### src/rtl/rv32_ctrl_pkg.sv
// Shared definitions for the RV32I execute-stage pipeline controller.
//   - funct3 encodings of the B-type instructions
//   - operand forwarding select encodings
//   - controller FSM state type
//   - fwd_hit(): "this stage writes a non-x0 register that matches this source"
package rv32_ctrl_pkg;

  localparam logic [2:0] F3_BEQ  = 3'b000;
  localparam logic [2:0] F3_BNE  = 3'b001;
  localparam logic [2:0] F3_BLT  = 3'b100;
  localparam logic [2:0] F3_BGE  = 3'b101;
  localparam logic [2:0] F3_BLTU = 3'b110;
  localparam logic [2:0] F3_BGEU = 3'b111;

  localparam logic [1:0] FWD_RF  = 2'b00;
  localparam logic [1:0] FWD_MEM = 2'b01;
  localparam logic [1:0] FWD_WB  = 2'b10;

  typedef enum logic [1:0] {
    StBoot  = 2'b00,
    StRun   = 2'b01,
    StFlush = 2'b10
  } ctrl_state_e;

  function automatic logic fwd_hit(input logic we, input logic [4:0] rd, input logic [4:0] rs);
    return we && (rd != 5'd0) && (rd == rs);
  endfunction

endpackage

### src/rtl/br_resolve.sv
// Combinational branch resolution for the RV32I comparator.
//   funct3_i  : B-type funct3 of the EX instruction
//   br_eq_i   : comparator equal flag
//   br_lt_i   : comparator less-than flag (signed or unsigned per br_un_o)
//   taken_o   : branch condition holds
//   br_un_o   : comparator unsigned mode (funct3[1])
//   illegal_o : funct3 is not a defined B-type encoding (010/011)
module br_resolve
  import rv32_ctrl_pkg::*;
(
  input  logic [2:0] funct3_i,
  input  logic       br_eq_i,
  input  logic       br_lt_i,
  output logic       taken_o,
  output logic       br_un_o,
  output logic       illegal_o
);

  always_comb begin
    taken_o   = 1'b0;
    illegal_o = 1'b0;
    br_un_o   = funct3_i[1];
    case (funct3_i)
      F3_BEQ:           taken_o = br_eq_i;
      F3_BNE:           taken_o = ~br_eq_i;
      F3_BLT, F3_BLTU:  taken_o = br_lt_i;
      F3_BGE, F3_BGEU:  taken_o = ~br_lt_i;
      default:          illegal_o = 1'b1;
    endcase
  end

endmodule

### src/rtl/ex_hazard_ctrl.sv
// RV32I execute-stage pipeline controller.
// Resolves branches/jumps in EX, selects ALU operand forwarding, detects load-use
// hazards, drives stall/flush/redirect to IF/ID/EX, holds the pipe for BOOT_CYCLES
// after reset and keeps saturating stall/flush counters.
//   clk, rst                     : clock, asynchronous active-high reset
//   ex_valid/branch_ex/jump_ex   : EX instruction qualifiers
//   funct3_ex, br_eq, br_lt      : branch condition inputs
//   memread_ex, rd_ex            : EX load and its destination
//   rd_mem/rd_wb, regwrite_*     : later-stage destinations for forwarding
//   rs1_id/rs2_id, rs1_ex/rs2_ex : source registers in ID and EX
//   cnt_clr                      : synchronous clear of both counters
//   br_un, fwd_a_sel, fwd_b_sel  : comparator mode and operand selects
//   pc_sel, stall_*, flush_*     : pipeline control
//   illegal_br                   : B-type with reserved funct3 in EX
//   stall_cnt, flush_cnt         : saturating event counters
module ex_hazard_ctrl
  import rv32_ctrl_pkg::*;
#(
  parameter int unsigned BOOT_CYCLES = 2,
  parameter int unsigned CNT_W       = 16
) (
  input  logic             clk,
  input  logic             rst,
  input  logic             ex_valid,
  input  logic             branch_ex,
  input  logic             jump_ex,
  input  logic [2:0]       funct3_ex,
  input  logic             br_eq,
  input  logic             br_lt,
  input  logic             memread_ex,
  input  logic [4:0]       rd_ex,
  input  logic [4:0]       rd_mem,
  input  logic [4:0]       rd_wb,
  input  logic             regwrite_mem,
  input  logic             regwrite_wb,
  input  logic [4:0]       rs1_id,
  input  logic [4:0]       rs2_id,
  input  logic [4:0]       rs1_ex,
  input  logic [4:0]       rs2_ex,
  input  logic             cnt_clr,
  output logic             br_un,
  output logic [1:0]       fwd_a_sel,
  output logic [1:0]       fwd_b_sel,
  output logic             pc_sel,
  output logic             stall_if,
  output logic             stall_id,
  output logic             flush_id,
  output logic             flush_ex,
  output logic             illegal_br,
  output logic [CNT_W-1:0] stall_cnt,
  output logic [CNT_W-1:0] flush_cnt
);

  localparam int unsigned BootLast = (BOOT_CYCLES == 0) ? 0 : BOOT_CYCLES - 1;
  localparam int unsigned BootW    = (BootLast > 0) ? $clog2(BootLast + 1) : 1;
  // With no boot hold the FSM leaves reset directly in RUN.
  localparam ctrl_state_e StReset  = (BOOT_CYCLES == 0) ? StRun : StBoot;

  ctrl_state_e      state_q, state_d;
  logic [BootW-1:0] boot_cnt_q, boot_cnt_d;
  logic [CNT_W-1:0] stall_cnt_q, stall_cnt_d;
  logic [CNT_W-1:0] flush_cnt_q, flush_cnt_d;

  logic taken, br_illegal;
  logic in_boot, ex_live, redirect, load_use, lu_stall;

  br_resolve u_br_resolve (
    .funct3_i  (funct3_ex),
    .br_eq_i   (br_eq),
    .br_lt_i   (br_lt),
    .taken_o   (taken),
    .br_un_o   (br_un),
    .illegal_o (br_illegal)
  );

  // Reset is folded in so the hold outputs appear while rst is still asserted.
  assign in_boot  = rst | (state_q == StBoot);
  // EX only counts in RUN; in FLUSH it holds the squashed slot behind a redirect.
  assign ex_live  = ~rst & ex_valid & (state_q == StRun);
  assign redirect = ex_live & (jump_ex | (branch_ex & taken));
  assign load_use = ~in_boot & memread_ex & (rd_ex != 5'd0) &
                    ((rd_ex == rs1_id) | (rd_ex == rs2_id));
  // A redirect squashes the dependent instruction, so no stall is needed.
  assign lu_stall = load_use & ~redirect;

  always_comb begin
    pc_sel     = redirect;
    stall_if   = in_boot | lu_stall;
    stall_id   = in_boot | lu_stall;
    flush_id   = in_boot | redirect;
    flush_ex   = in_boot | redirect | lu_stall;
    illegal_br = ex_live & branch_ex & br_illegal;
    fwd_a_sel  = FWD_RF;
    fwd_b_sel  = FWD_RF;
    if (!in_boot) begin
      if (fwd_hit(regwrite_mem, rd_mem, rs1_ex)) begin
        fwd_a_sel = FWD_MEM;
      end else if (fwd_hit(regwrite_wb, rd_wb, rs1_ex)) begin
        fwd_a_sel = FWD_WB;
      end
      if (fwd_hit(regwrite_mem, rd_mem, rs2_ex)) begin
        fwd_b_sel = FWD_MEM;
      end else if (fwd_hit(regwrite_wb, rd_wb, rs2_ex)) begin
        fwd_b_sel = FWD_WB;
      end
    end
  end

  always_comb begin
    state_d    = state_q;
    boot_cnt_d = boot_cnt_q;
    unique case (state_q)
      StBoot: begin
        if (boot_cnt_q == BootW'(BootLast)) begin
          state_d = StRun;
        end else begin
          boot_cnt_d = boot_cnt_q + BootW'(1);
        end
      end
      StRun:   if (redirect) state_d = StFlush;
      StFlush: state_d = StRun;
      default: state_d = StReset;
    endcase
  end

  always_comb begin
    stall_cnt_d = stall_cnt_q;
    flush_cnt_d = flush_cnt_q;
    if (cnt_clr) begin
      stall_cnt_d = '0;
      flush_cnt_d = '0;
    end else begin
      if (lu_stall && (stall_cnt_q != '1)) stall_cnt_d = stall_cnt_q + CNT_W'(1);
      if (redirect && (flush_cnt_q != '1)) flush_cnt_d = flush_cnt_q + CNT_W'(1);
    end
  end

  always_ff @(posedge clk or posedge rst) begin
    if (rst) begin
      state_q     <= StReset;
      boot_cnt_q  <= '0;
      stall_cnt_q <= '0;
      flush_cnt_q <= '0;
    end else begin
      state_q     <= state_d;
      boot_cnt_q  <= boot_cnt_d;
      stall_cnt_q <= stall_cnt_d;
      flush_cnt_q <= flush_cnt_d;
    end
  end

  assign stall_cnt = stall_cnt_q;
  assign flush_cnt = flush_cnt_q;

endmodule

### config.mk
export PLATFORM = sky130hd
export DESIGN_NAME = ex_hazard_ctrl
export DESIGN_NICKNAME = d
export VERILOG_FILES = /design/src/rtl/rv32_ctrl_pkg.sv /design/src/rtl/br_resolve.sv /design/src/rtl/ex_hazard_ctrl.sv
export SDC_FILE = /design/constraint.sdc
export NUM_CORES = 1
export LEC_CHECK = 0
export BUFFER_PORTS_ARGS = -buffer_cell sky130_fd_sc_hd__buf_2
export CAP_MARGIN = 20
export CORE_ASPECT_RATIO = 1.1
export CORE_UTILIZATION = 44
export DETAILED_ROUTE_END_ITERATION = 12
export GPL_ROUTABILITY_DRIVEN = 0
export PLACE_DENSITY = 0.76
export SLEW_MARGIN = 20
export SYNTH_ARGS = -nofsm -noshare
export SYNTH_HDL_FRONTEND = slang
export SYNTH_SLANG_ARGS = --single-unit
export TNS_END_PERCENT = 20
### constraint.sdc
create_clock -name clk -period 2.3 [get_ports clk]
set_input_delay 0.46 -clock clk [delete_from_list [all_inputs] [get_ports clk]]
set_output_delay 0.46 -clock clk [all_outputs]
set_load 0.01 [all_outputs]
==> results.yml <==
run:
  cap_viol_max_count: 0
power:
  peakVddDrop_v: 0.000299
  power_density_nw_per_um2: 430
  p_leak_nw: 1.46
global_routing:
  grt_max_degree: 36
  grt_overflow: 0
  grt.total_usage: 0.220
  grt_pass1_wl_mm: 9.88
  antenna_found_initial: 0
  grt_pass1_vias: 2306
floorplan:
  die_area_um2: 5620
  die_height_um: 78.5
  rows: 27
  floorplan.initialDensity: 0.462
  die_w_um: 71.6
  core-area_um2: 5070
  pin_count: 92
sta:
  hold_violations: 0
  finalCriticalPeriod_ps: 2270
  rsz0062_at_grt: "true"
  clock_skew_ps: 7.66
  hold_ws_ps: 443
  fmax_mhz: 441
  slew_headroom: 0.705
  setup_viol: 0
  finalMaxSlewViolations: 0
  timing.final.crit_share: 0.987
  worst_slew_pin_slew_ps: 443
  timing.final.ws_setup_ps: 30.3
yosys:
  synth_xor_area_frac: 0.172
  yosysWarnings: 0
  synth_area_um2: 2340
  synth_cells: 268
  synth_fa_ha_area_frac: 0.0107
  ys_types: 42
  synth_compound_area_frac: 0.0999
  muxShareOfSynthArea: 0.0198
  synthTopCellsByArea: "dfrtp_1 (37%), xnor2_1 (9.3%), xor2_1 (7.9%), nor2_1 (4.2%), or3_1 (3.7%)"
  yosys.area_share.simple: 0.293
  synth_ff_type: "dfrtp_1"
  async_flop_share: 1.00
  syn_nets: 319
  yosys-top-cells-count: "dfrtp_1 (35), nor2_1 (26), xnor2_1 (25)"
  seq_area_frac_synth: 0.374
  syn_area_per_cell_um2: 8.74
  synth_edf_count: 0
  ys_ff_latch: 35
  synth_area_leader_cell: "dfrtp_1"
  synth_top_area_share: 0.374
  yosysMostFrequentCell: "dfrtp_1"
  synth_top_family_by_area: "simple AND/OR/NAND/NOR gates"
routing:
  wl_per_cell_um: 13.6
  met1Wirelength_mm: 2.51
  firstDrtPassIters: 6
  drt-initial-drc-count: 81
  dr_wl_met3_um: 384
  finalWirelength_mm: 5.96
  vias: 2443
  antenna_left: 0
  vias_per_cell: 5.55
  drcViolationCount: 0
  top_layer_used: "met4"
  dr_wl_met2_mm: 2.98
min_path:
  hold_class: "in -> async"
cts:
  cts_tree: "done"
  worstSkewPairLatency_ps: 280
  htreeDepth: 2
  postCtsHoldBufs: 0
  clockRootBuffer: "clkbuf_8"
  cts_buffer_depth: 2
  cts_sinks: 35
  clk_pin_slew_worst_paths_ps: 70
  numCtsBuffers: 5
worst_setup_path:
  required_ps: 1840
  rr_endpoint: "stall_cnt[15]"
  startpoint: "state_q[1]"
  worst_setup_path_start_kind: "flip-flop"
  arrival_ps: 1810
  regToRegSetupSlack_ps: 80
  end_kind: "output port"
  critPathMaxFanout: 2
  ff2ff_path_depth: 9
  timing.rr.start: "state_q[0]"
  critical_path_class: "reg -> out"
cells_and_area:
  n_antenna_cell: 0
  syn2layout_area_growth_pct: 35.4
  seqCellArea_um2: 876
  final_util: 0.626
  fin_nets: 432
  multi_input_area_um2: 1440
  fillCellCount: 431
  drive_gt1_frac: 0.359
  fin_area_um2: 3170
placement:
  placed_area_um2: 2990
  dp_hpwl_mm: 4.54
  dp_slack_ps: -139
  io_buffers: 91
run_status:
  outcome: "finished clean"
[final cells by class]
| cell class | count | share of cell area |
|---|---|---|
| flip-flops and latches | 35 | 0.276 |
| clock buffers | 8 | 0.0316 |
| well taps | 58 | 0.0229 |
| repair buffers | 116 | 0.209 |
| multi-input cells | 218 | 0.453 |
| inverters | 5 | 0.00710 |
[per-stage QoR]
stage,instances,setup TNS [ps],power (mW)
after global placement,429,-552,0.864
after floorplan,268,-192,0.751
after global routing,440,-110,1.44
after CTS,438,-38.4,1.37
after detailed placement,429,-1110,0.869
final,440,0,1.36
[how the worst max path moves through the flow]
stage | slack (ps) | cells after the start | endpoint
finish | 30 | 6 | fwd_b_sel[1]
global placement | -100 | 8 | stall_cnt[15]
CTS | -40 | 6 | fwd_b_sel[1]
floorplan | -130 | 9 | stall_if
global route | -70 | 6 | fwd_b_sel[1]
detailed placement | -140 | 8 | stall_cnt[15]
[worst max-delay path, stage by stage (launching register included)]
cell	delay, ps
dfrtp_1	350
nor2_1	50
nor2_1	140
o211ai_1	140
or4_1	520
nor4_2	150
buf_2	170
[sequential cells by signal, indices dropped and copies added (netlist names)]
signal,flops
flush_cnt,16
stall_cnt,16
state_q,2
boot_cnt_q,1
[cells by family after synthesis]
kind of cell / after synthesis
xor+xnor: 46
mux: 4
buf+inv: 15
flops: 35
fa+ha+maj: 2
simple gates: 127
compound gates: 39
[cell usage in the layout, fill, tap and decap left out, types with 6 or more instances in the layout]
cell type | synthesis | final
buf_2 | 1 | 89
dfrtp_1 | 35 | 35
nor2_1 | 26 | 26
xnor2_1 | 25 | 25
buf_4 | 2 | 24
xor2_1 | 21 | 21
nand2_1 | 17 | 16
o21ai_0 | 15 | 14
nand3_1 | 13 | 13
a21oi_1 | 13 | 13
or3_1 | 14 | 12
nor3_1 | 10 | 10
nand4_1 | 8 | 8
nor4_1 | 9 | 8
clkbuf_8 | 0 | 7
or4_1 | 6 | 6
and3_1 | 6 | 6
[report_power, final]
part / internal [mW] / total (mW) / switching (mW)
Clock: 0.273 / 0.488 / 0.215
Combinational: 0.123 / 0.251 / 0.128
Sequential: 0.620 / 0.624 / 0.00428
[metal layers]
| layer | GRT usage | vias to the layer above |
|---|---|---|
| li1 | - | 1179 |
| met1 | 0.258 | 1171 |
| met2 | 0.387 | 81 |
| met3 | 0.0565 | 12 |
| met4 | 0.0765 | 0 |
| met5 | 0 | - |
[repair_timing]
action,in CTS,in global routing
setup endpoints to repair,5,5
pin swaps,0,5
setup buffers,1,2
gates resized for setup,3,8
Note: power is estimated with default switching activity, not from simulation.
